**config.mk**
```make
export PLATFORM = sky130hd
export DESIGN_NAME = t_using_jk_counter
export DESIGN_NICKNAME = d
export VERILOG_FILES = /design/src/rtl/ff_conv_pkg.sv /design/src/rtl/t_using_jk_counter_jk_ff.sv /design/src/rtl/t_using_jk_counter.sv
export SDC_FILE = /design/constraint.sdc
export NUM_CORES = 1
export LEC_CHECK = 0
export CAP_MARGIN = 20
export CORE_AREA = 2 2 39 41
export DETAILED_ROUTE_END_ITERATION = 16
export DIE_AREA = 0 0 41 43
export DONT_BUFFER_PORTS = 1
export PLACE_DENSITY = 0.49
export REMOVE_ABC_BUFFERS = 1
export SYNTH_ARGS = -nofsm -noshare
export SYNTH_HDL_FRONTEND = slang
export SYNTH_SLANG_ARGS = --single-unit
```
**constraint.sdc**
```tcl
create_clock -name clk -period 1.6 [get_ports clk]
set_input_delay 0.32 -clock clk [delete_from_list [all_inputs] [get_ports clk]]
set_output_delay 0.32 -clock clk [all_outputs]
set_load 0.1 [all_outputs]
```
**src/rtl/ff_conv_pkg.sv**
```systemverilog
// JK command encodings and cell helpers shared by the flip-flop conversion blocks.
package ff_conv_pkg;

   typedef logic [1:0] jk_cmd_t;

   localparam jk_cmd_t JK_HOLD = 2'b00;
   localparam jk_cmd_t JK_RST  = 2'b01;
   localparam jk_cmd_t JK_SET  = 2'b10;
   localparam jk_cmd_t JK_TGL  = 2'b11;

   // Next state of a JK cell for command {j,k} and present state q.
   function automatic logic jk_next(input jk_cmd_t cmd, input logic q);
      logic nq;
      case (cmd)
         JK_HOLD: nq = q;
         JK_RST:  nq = 1'b0;
         JK_SET:  nq = 1'b1;
         JK_TGL:  nq = ~q;
         default: nq = q;
      endcase
      return nq;
   endfunction

   // D-style load: J=d, K=~d.
   function automatic jk_cmd_t jk_load_cmd(input logic d);
      return {d, ~d};
   endfunction

   // T-style operation: J=K=t.
   function automatic jk_cmd_t jk_toggle_cmd(input logic t);
      return {t, t};
   endfunction

endpackage

```
**src/rtl/t_using_jk_counter_jk_ff.sv**
```systemverilog
// Single JK flip-flop cell with asynchronous active-high reset to q=0, qb=1.
module jk_ff
   import ff_conv_pkg::*;
(
   input  logic clk,
   input  logic rst,
   input  logic j,
   input  logic k,
   output logic q,
   output logic qb
);

   logic q_q;
   logic q_d;

   // Next-state decode of the JK command.
   always_comb begin
      q_d = jk_next({j, k}, q_q);
   end

   // State register.
   always_ff @(posedge clk or posedge rst) begin
      if (rst) begin
         q_q <= 1'b0;
      end else begin
         q_q <= q_d;
      end
   end

   assign q  = q_q;
   assign qb = ~q_q;

endmodule

```
**src/rtl/t_using_jk_counter.sv**
```systemverilog
// Up/down binary counter composed of JK cells, with combinational terminal
// count and a registered one-cycle wrap pulse.
module t_using_jk_counter
   import ff_conv_pkg::*;
#(
   parameter int WIDTH = 4
) (
   input  logic             clk,
   input  logic             rst,
   input  logic             en,
   input  logic             up,
   input  logic             load,
   input  logic [WIDTH-1:0] din,
   output logic [WIDTH-1:0] q,
   output logic [WIDTH-1:0] qb,
   output logic             tc,
   output logic             wrap
);

   logic [WIDTH-1:0] q_s;
   logic [WIDTH-1:0] qb_s;
   logic [WIDTH-1:0] t_s;
   logic [WIDTH-1:0] j_s;
   logic [WIDTH-1:0] k_s;
   logic             tc_s;
   logic             wrap_q;
   logic             wrap_d;

   // Toggle enables: bit i flips once all lower bits are 1 (up) or 0 (down).
   always_comb begin
      logic up_run;
      logic dn_run;
      t_s    = '0;
      up_run = 1'b1;
      dn_run = 1'b1;
      for (int i = 0; i < WIDTH; i++) begin
         if (up) begin
            t_s[i] = up_run;
         end else begin
            t_s[i] = dn_run;
         end
         up_run = up_run & q_s[i];
         dn_run = dn_run & qb_s[i];
      end
   end

   // J/K steering: load beats count, count beats hold.
   always_comb begin
      j_s = '0;
      k_s = '0;
      for (int i = 0; i < WIDTH; i++) begin
         if (load) begin
            {j_s[i], k_s[i]} = jk_load_cmd(din[i]);
         end else if (en) begin
            {j_s[i], k_s[i]} = jk_toggle_cmd(t_s[i]);
         end else begin
            {j_s[i], k_s[i]} = JK_HOLD;
         end
      end
   end

   genvar g;
   generate
      for (g = 0; g < WIDTH; g++) begin : g_cell
         jk_ff u_cell (
            .clk (clk),
            .rst (rst),
            .j   (j_s[g]),
            .k   (k_s[g]),
            .q   (q_s[g]),
            .qb  (qb_s[g])
         );
      end
   endgenerate

   // Terminal count: the coming edge rolls the counter over.
   always_comb begin
      if (load || !en) begin
         tc_s = 1'b0;
      end else if (up) begin
         tc_s = &q_s;
      end else begin
         tc_s = ~(|q_s);
      end
   end

   // Wrap pulse follows tc by one edge.
   always_comb begin
      wrap_d = tc_s;
   end

   // Wrap register.
   always_ff @(posedge clk or posedge rst) begin
      if (rst) begin
         wrap_q <= 1'b0;
      end else begin
         wrap_q <= wrap_d;
      end
   end

   assign q    = q_s;
   assign qb   = qb_s;
   assign tc   = tc_s;
   assign wrap = wrap_q;

endmodule

```
==> Word level (Yosys, flattened, before mapping) <==
Index checks and enable logic that the tools add are counted.
{ "word_totals": {"register_bits": 5, "input_bits": 9, "output_inout_bits": 10, "wordCells": 59} }
{ "op_classes": {"n_eq_ne": 12, "n_mux": 21, "n_bitwise": 13, "reduce_logical": 8} }
{ "ops": {"columns": ["op", "count"], "rows": [
  ["2-to-1 mux 1 bit", 17],
  ["equality test 2 bit (second input constant)", 8],
  ["one-hot mux 1 bit (3 select lines)", 4],
  ["NOT 1 bit", 9],
  ["equality test 2 x 1 -> 1 bit (second input constant)", 4],
  ["logical NOT 2 bit", 4],
  ["bitwise AND 1 bit", 4],
  ["AND reduction 4 bit", 1],
  ["OR reduction 4 bit", 1],
  ["logical NOT 1 bit", 1],
  ["logical OR 1 bit", 1]
]} }

==> Depth between registers and ports, before layout <==
{ "depth": {"ltp_word": 8, "ltp_mapped": 4} }

==> Cells and area by module <==
A second synthesis with hierarchy kept.
{ "unflattened": {"cells_unflattened": 50, "hier_area_um2": 367.9} }
{ "by_module_without_submodules": {"columns": ["mod", "n_inst", "cells_per_inst", "area_each_um2", "seq_area_each_um2"], "rows": [
  ["t_using_jk_counter", 1, 30, 202.7, 25.0],
  ["jk_ff", 4, 5, 41.3, 25.0]
]} }

==> Worst setup path after synthesis <==
OpenSTA, ideal clock, no wires.
{ "synth_timing": {"kind": "flip-flop to flip-flop", "from": "reg g_cell[0].u_cell.q_q", "to": "reg wrap_q, in the netlist wrap", "setup_time_ns": 0.344, "t_arrival_ns": 3.043, "required_ns": 1.256, "slack_ns": -1.788, "stages_incl_launch_ff": 5, "n_path_buf": 1, "period_less_slack_ns": 3.388, "cell_sequence": "dfrtp_1 buf_6 nor4_1 o21ai_0 nor3_1"} }
{ "synth_via": {"elab_chain_cells": 4, "elab_cells_between_ends": 5} }
{ "synth_rtl": {"columns": ["element", "line_no", "rtl"], "rows": [
  ["start, declared", "t_using_jk_counter_jk_ff.sv:13", "logic q_q;"],
  ["start signal, assigned", "t_using_jk_counter_jk_ff.sv:26", "q_q <= q_d;"],
  ["OR reduction 4 bit", "t_using_jk_counter.sv:83", "tc_s = ~(|q_s);"],
  ["NOT 1 bit", "t_using_jk_counter.sv:83", null],
  ["2-to-1 mux 1 bit (*)", "t_using_jk_counter.sv:80", "end else if (up) begin"],
  ["2-to-1 mux 1 bit (*)", "t_using_jk_counter.sv:78", "if (load || !en) begin"],
  ["via tc", "t_using_jk_counter.sv:16", "output logic tc,"],
  ["end signal, assigned", "t_using_jk_counter.sv:97", "wrap_q <= wrap_d;"],
  ["end, declared", "t_using_jk_counter.sv:26", "logic wrap_q;"]
]} }
Mark *: on every way through the listed nets, which the timed path passes. The rest lies on a longest branch.
A chain may end at the register's enable or synchronous reset.

==> Final worst setup path <==
{ "layout_timing": {"from": "reg g_cell[1].u_cell.q_q", "to": "out tc"} }
{ "layout_via": {"elab_chain_cells": 4, "elab_cells_between_ends": 5} }
{ "layout_rtl": {"columns": ["element", "line_no"], "rows": [
  ["start, declared", "t_using_jk_counter_jk_ff.sv:13"],
  ["start signal, assigned", "t_using_jk_counter_jk_ff.sv:26"],
  ["OR reduction 4 bit", "t_using_jk_counter.sv:83"],
  ["NOT 1 bit", "t_using_jk_counter.sv:83"],
  ["2-to-1 mux 1 bit (*)", "t_using_jk_counter.sv:80"],
  ["2-to-1 mux 1 bit (*)", "t_using_jk_counter.sv:78"],
  ["end, declared", "t_using_jk_counter.sv:16"]
]} }
Every way passes the cells marked *; elsewhere a longest branch is shown, timed or not.

==> impl_metrics.toml <==
[floorplan]
die_area_mm2 = 0.001763
ios = 19
die_w_um = 41
start_util_pct = 28.93
dieHeight_um = 43
core_mm2 = 0.001384
rows = 14

[timing]
rsz0062_at_grt = "true"
hold_viol = 0
tightest_slew_ps = 308.9
setup_viol = 2
fin_ws_ps = -267.0
period_share_pct = 116.7
fmax_mhz = 535.6
fin_tns_setup_ps = -363.1
skew_ps = 0.6832
post-route-min-period_ps = 1867
hold_ws_ps = 163.0
slew_headroom_pct = 79.41
drv_slew = 0

[routing]
route.antenna.remaining_nets = 0
wl_per_cell_um = 12.09
drtIter0Drc = 3
routed_wl_um = 846
avgViaCountPerCell = 4.829
drcViolationCount = 0
drt_pass1_iterations = 2
num_vias = 338

[global_route]
grt_pass1_vias = 331
grt-ovfl-total = 0
grt.total_usage_pct = 12.08
grt_antenna_before_repair = 0
grt_pass1_wl_mm = 1.366
grt_max_degree = 14

[hold_path]
min_from = "load"
hold_class = "input port to register"
min_path_cells = 1

[power_and_ir_drop]
p_clk_share_pct = 21.3
vdd_drop_max_mv = 0.3795
pwr-share-comb_pct = 55.4
finalPower_uw = 689.9
pwr-share-seq_pct = 23.2
leakagePower_uw = 0.0002439
switching_share_pct = 50.29
switching_power_uw = 346.9
powerDensity_mw_per_mm2 = 1247
intPower_uw = 342.9

[critical_path]
r2r_cells = 3
path_class = "register to primary output"
cp-startpoint = "g_cell[1].u_cell.q"
cp-start-kind = "register"
timing.rr.start = "g_cell[0].u_cell.q"
arrival_ps = 1550
end_kind = "primary output"
required_ps = 1280
path_max_fanout = 3

[yosys]
ys_warn_count = 0
ys_seq_elements = 5
synthCells = 47
seq_area_frac_synth_pct = 31.25
synth.distinct_cells = 24
syn-cell-area_um2 = 400.4
syn_area_per_cell_um2 = 8.519

[clocking]
root_buffer = "clkbuf_4"
post_cts_buffers = 0
cts_tree = "built"
cts_inserted_buffers = 3
clk_latency_ps = 240
cts.clk_slew.worst_paths_ps = 40
cts_max_level = 1
cts.sinks = 5
cts_buffer_depth = 2

[place]
dp.cells = 65
io_buffers = 0
place_ws_ps = -103.5
place_hpwl_um = 666.7
globalplace.congestion = 0.7035

[job]
drv_cap = 0

[finish]
syn2layout_area_growth_pct = 38.12
fin_cells = 70
fill_cells = 147
drive_above_1_share_pct = 40.74
diodes = 0
nets = 64

[status]
violations = "setup timing"
status = "finished with violations"
layout make-up:
class                      instances  area [µm²]  share of cell area, %
multi-input combinational         26       197.7                  35.75
timing repair buffer              14       165.2                  29.86
sequential                         5       125.1                  22.62
clock buffer                       4       26.28                  4.751
tap                               16       20.02                  3.620
inverter                           5       18.77                  3.394
per-stage QoR:
stage                     instance area [µm²]  util (%)
final                                   553.0     39.96
after global routing                    553.0     39.96
after CTS                               545.5     39.42
after detailed placement                460.4     33.27
after global placement                  460.4     33.27
after floorplan                         320.3         -
Yosys cell counts:
| cell type | number | area (µm²) |
|---|---|---|
| dfrtp_1 | 5 | 125.1 |
| o21ai_0 | 3 | 15.01 |
| inv_1 | 5 | 18.77 |
| clkbuf_1 | 1 | 3.750 |
| a22oi_1 | 1 | 7.510 |
| nand3_1 | 3 | 15.01 |
| clkbuf_2 | 1 | 5.000 |
| or4b_4 | 1 | 13.76 |
| buf_6 | 1 | 11.26 |
| nor2_1 | 3 | 11.26 |
| and4_2 | 1 | 10.01 |
| xnor2_1 | 2 | 17.52 |
| nor4_1 | 1 | 6.260 |
| nor3_1 | 1 | 5.000 |
| a311o_1 | 1 | 10.01 |
| nor3b_1 | 1 | 7.510 |
| buf_4 | 8 | 60.06 |
| or4_1 | 1 | 7.510 |
| xor2_1 | 1 | 8.760 |
| nand4_1 | 1 | 6.260 |
| and2_1 | 1 | 6.260 |
| nand2_1 | 2 | 7.510 |
| a211o_1 | 1 | 8.760 |
| a211oi_2 | 1 | 12.51 |
sequential cells by signal, summed over array words and instances, names as in the netlist:
signal,flops
wrap,1
g_cell.u_cell.q,4
cell usage in the layout (no fill, tap or decap):
cell           count
a311o_1            1
clkbuf_16          1
buf_4              6
clkbuf_1           1
buf_6              4
nor2_1             3
inv_2              1
xor2_1             1
or4b_4             1
or4_1              1
nor4_4             1
buf_12             2
nor3b_1            1
dlygate4sd3_1      1
xnor2_1            2
nand4_1            1
nand3_1            3
o21ai_0            2
inv_1              4
and2_1             1
and4_4             1
a211oi_2           1
dfrtp_1            5
a211o_1            1
nor3_2             1
a22oi_1            1
o21ai_1            1
clkbuf_4           3
nand2_1            2
power groups by stage:
| stage | clock, µW | sequential (µW) | combinational [µW] |
|---|---|---|---|
| floorplan | 0 | 269 | 158 |
| global placement | 0 | 155 | 347 |
| detailed placement | 0 | 156 | 347 |
| CTS | 153 | 160 | 379 |
| global route | 164 | 164 | 397 |
| finish | 147 | 160 | 383 |
timing repair:
action / in CTS / in global routing
resized for setup: 12 / 3
hold endpoints to repair: 5 / 0
pin swaps: 2 / 2
setup endpoints to repair: 4 / 4
hold buffers: 1 / 0
kinds of logic after synthesis:
| kind of cell | count (synthesis) | share of synthesized area (%) |
|---|---|---|
| XOR/XNOR | 3 | 6.564 |
| AND/OR/NAND/NOR | 16 | 24.06 |
| AO/OA/AOI/OAI | 7 | 13.44 |
| flip-flops | 5 | 31.25 |
| buffers and inverters | 16 | 24.69 |
critical path, cell delays in order, from the launching register on:
cell and delay [ps]:
dfrtp_1 390, buf_6 120, and4_4 210, o21ai_1 80
nor3_2 250, clkbuf_16 250
routing by layer:
layer  up-vias  part of all wire (%)  track usage (%)
met5         -                     0                0
met4         0                   1.4            10.00
met3         2                   7.8            5.759
met2        11                    51            17.19
met1       159                    40            12.66
li1        166                     -                -
worst paths after layout:
check,to,slack (ps)
setup reg to reg,g_cell[2].u_cell.q,50
setup / recovery,tc,-270
hold reg to reg,g_cell[3].u_cell.q,630
max in group asynchronous,g_cell[0].u_cell.q,1000
min in group asynchronous,g_cell[3].u_cell.q,420
hold / removal,wrap,160
No activity file was read; power rests on OpenSTA's default activity.
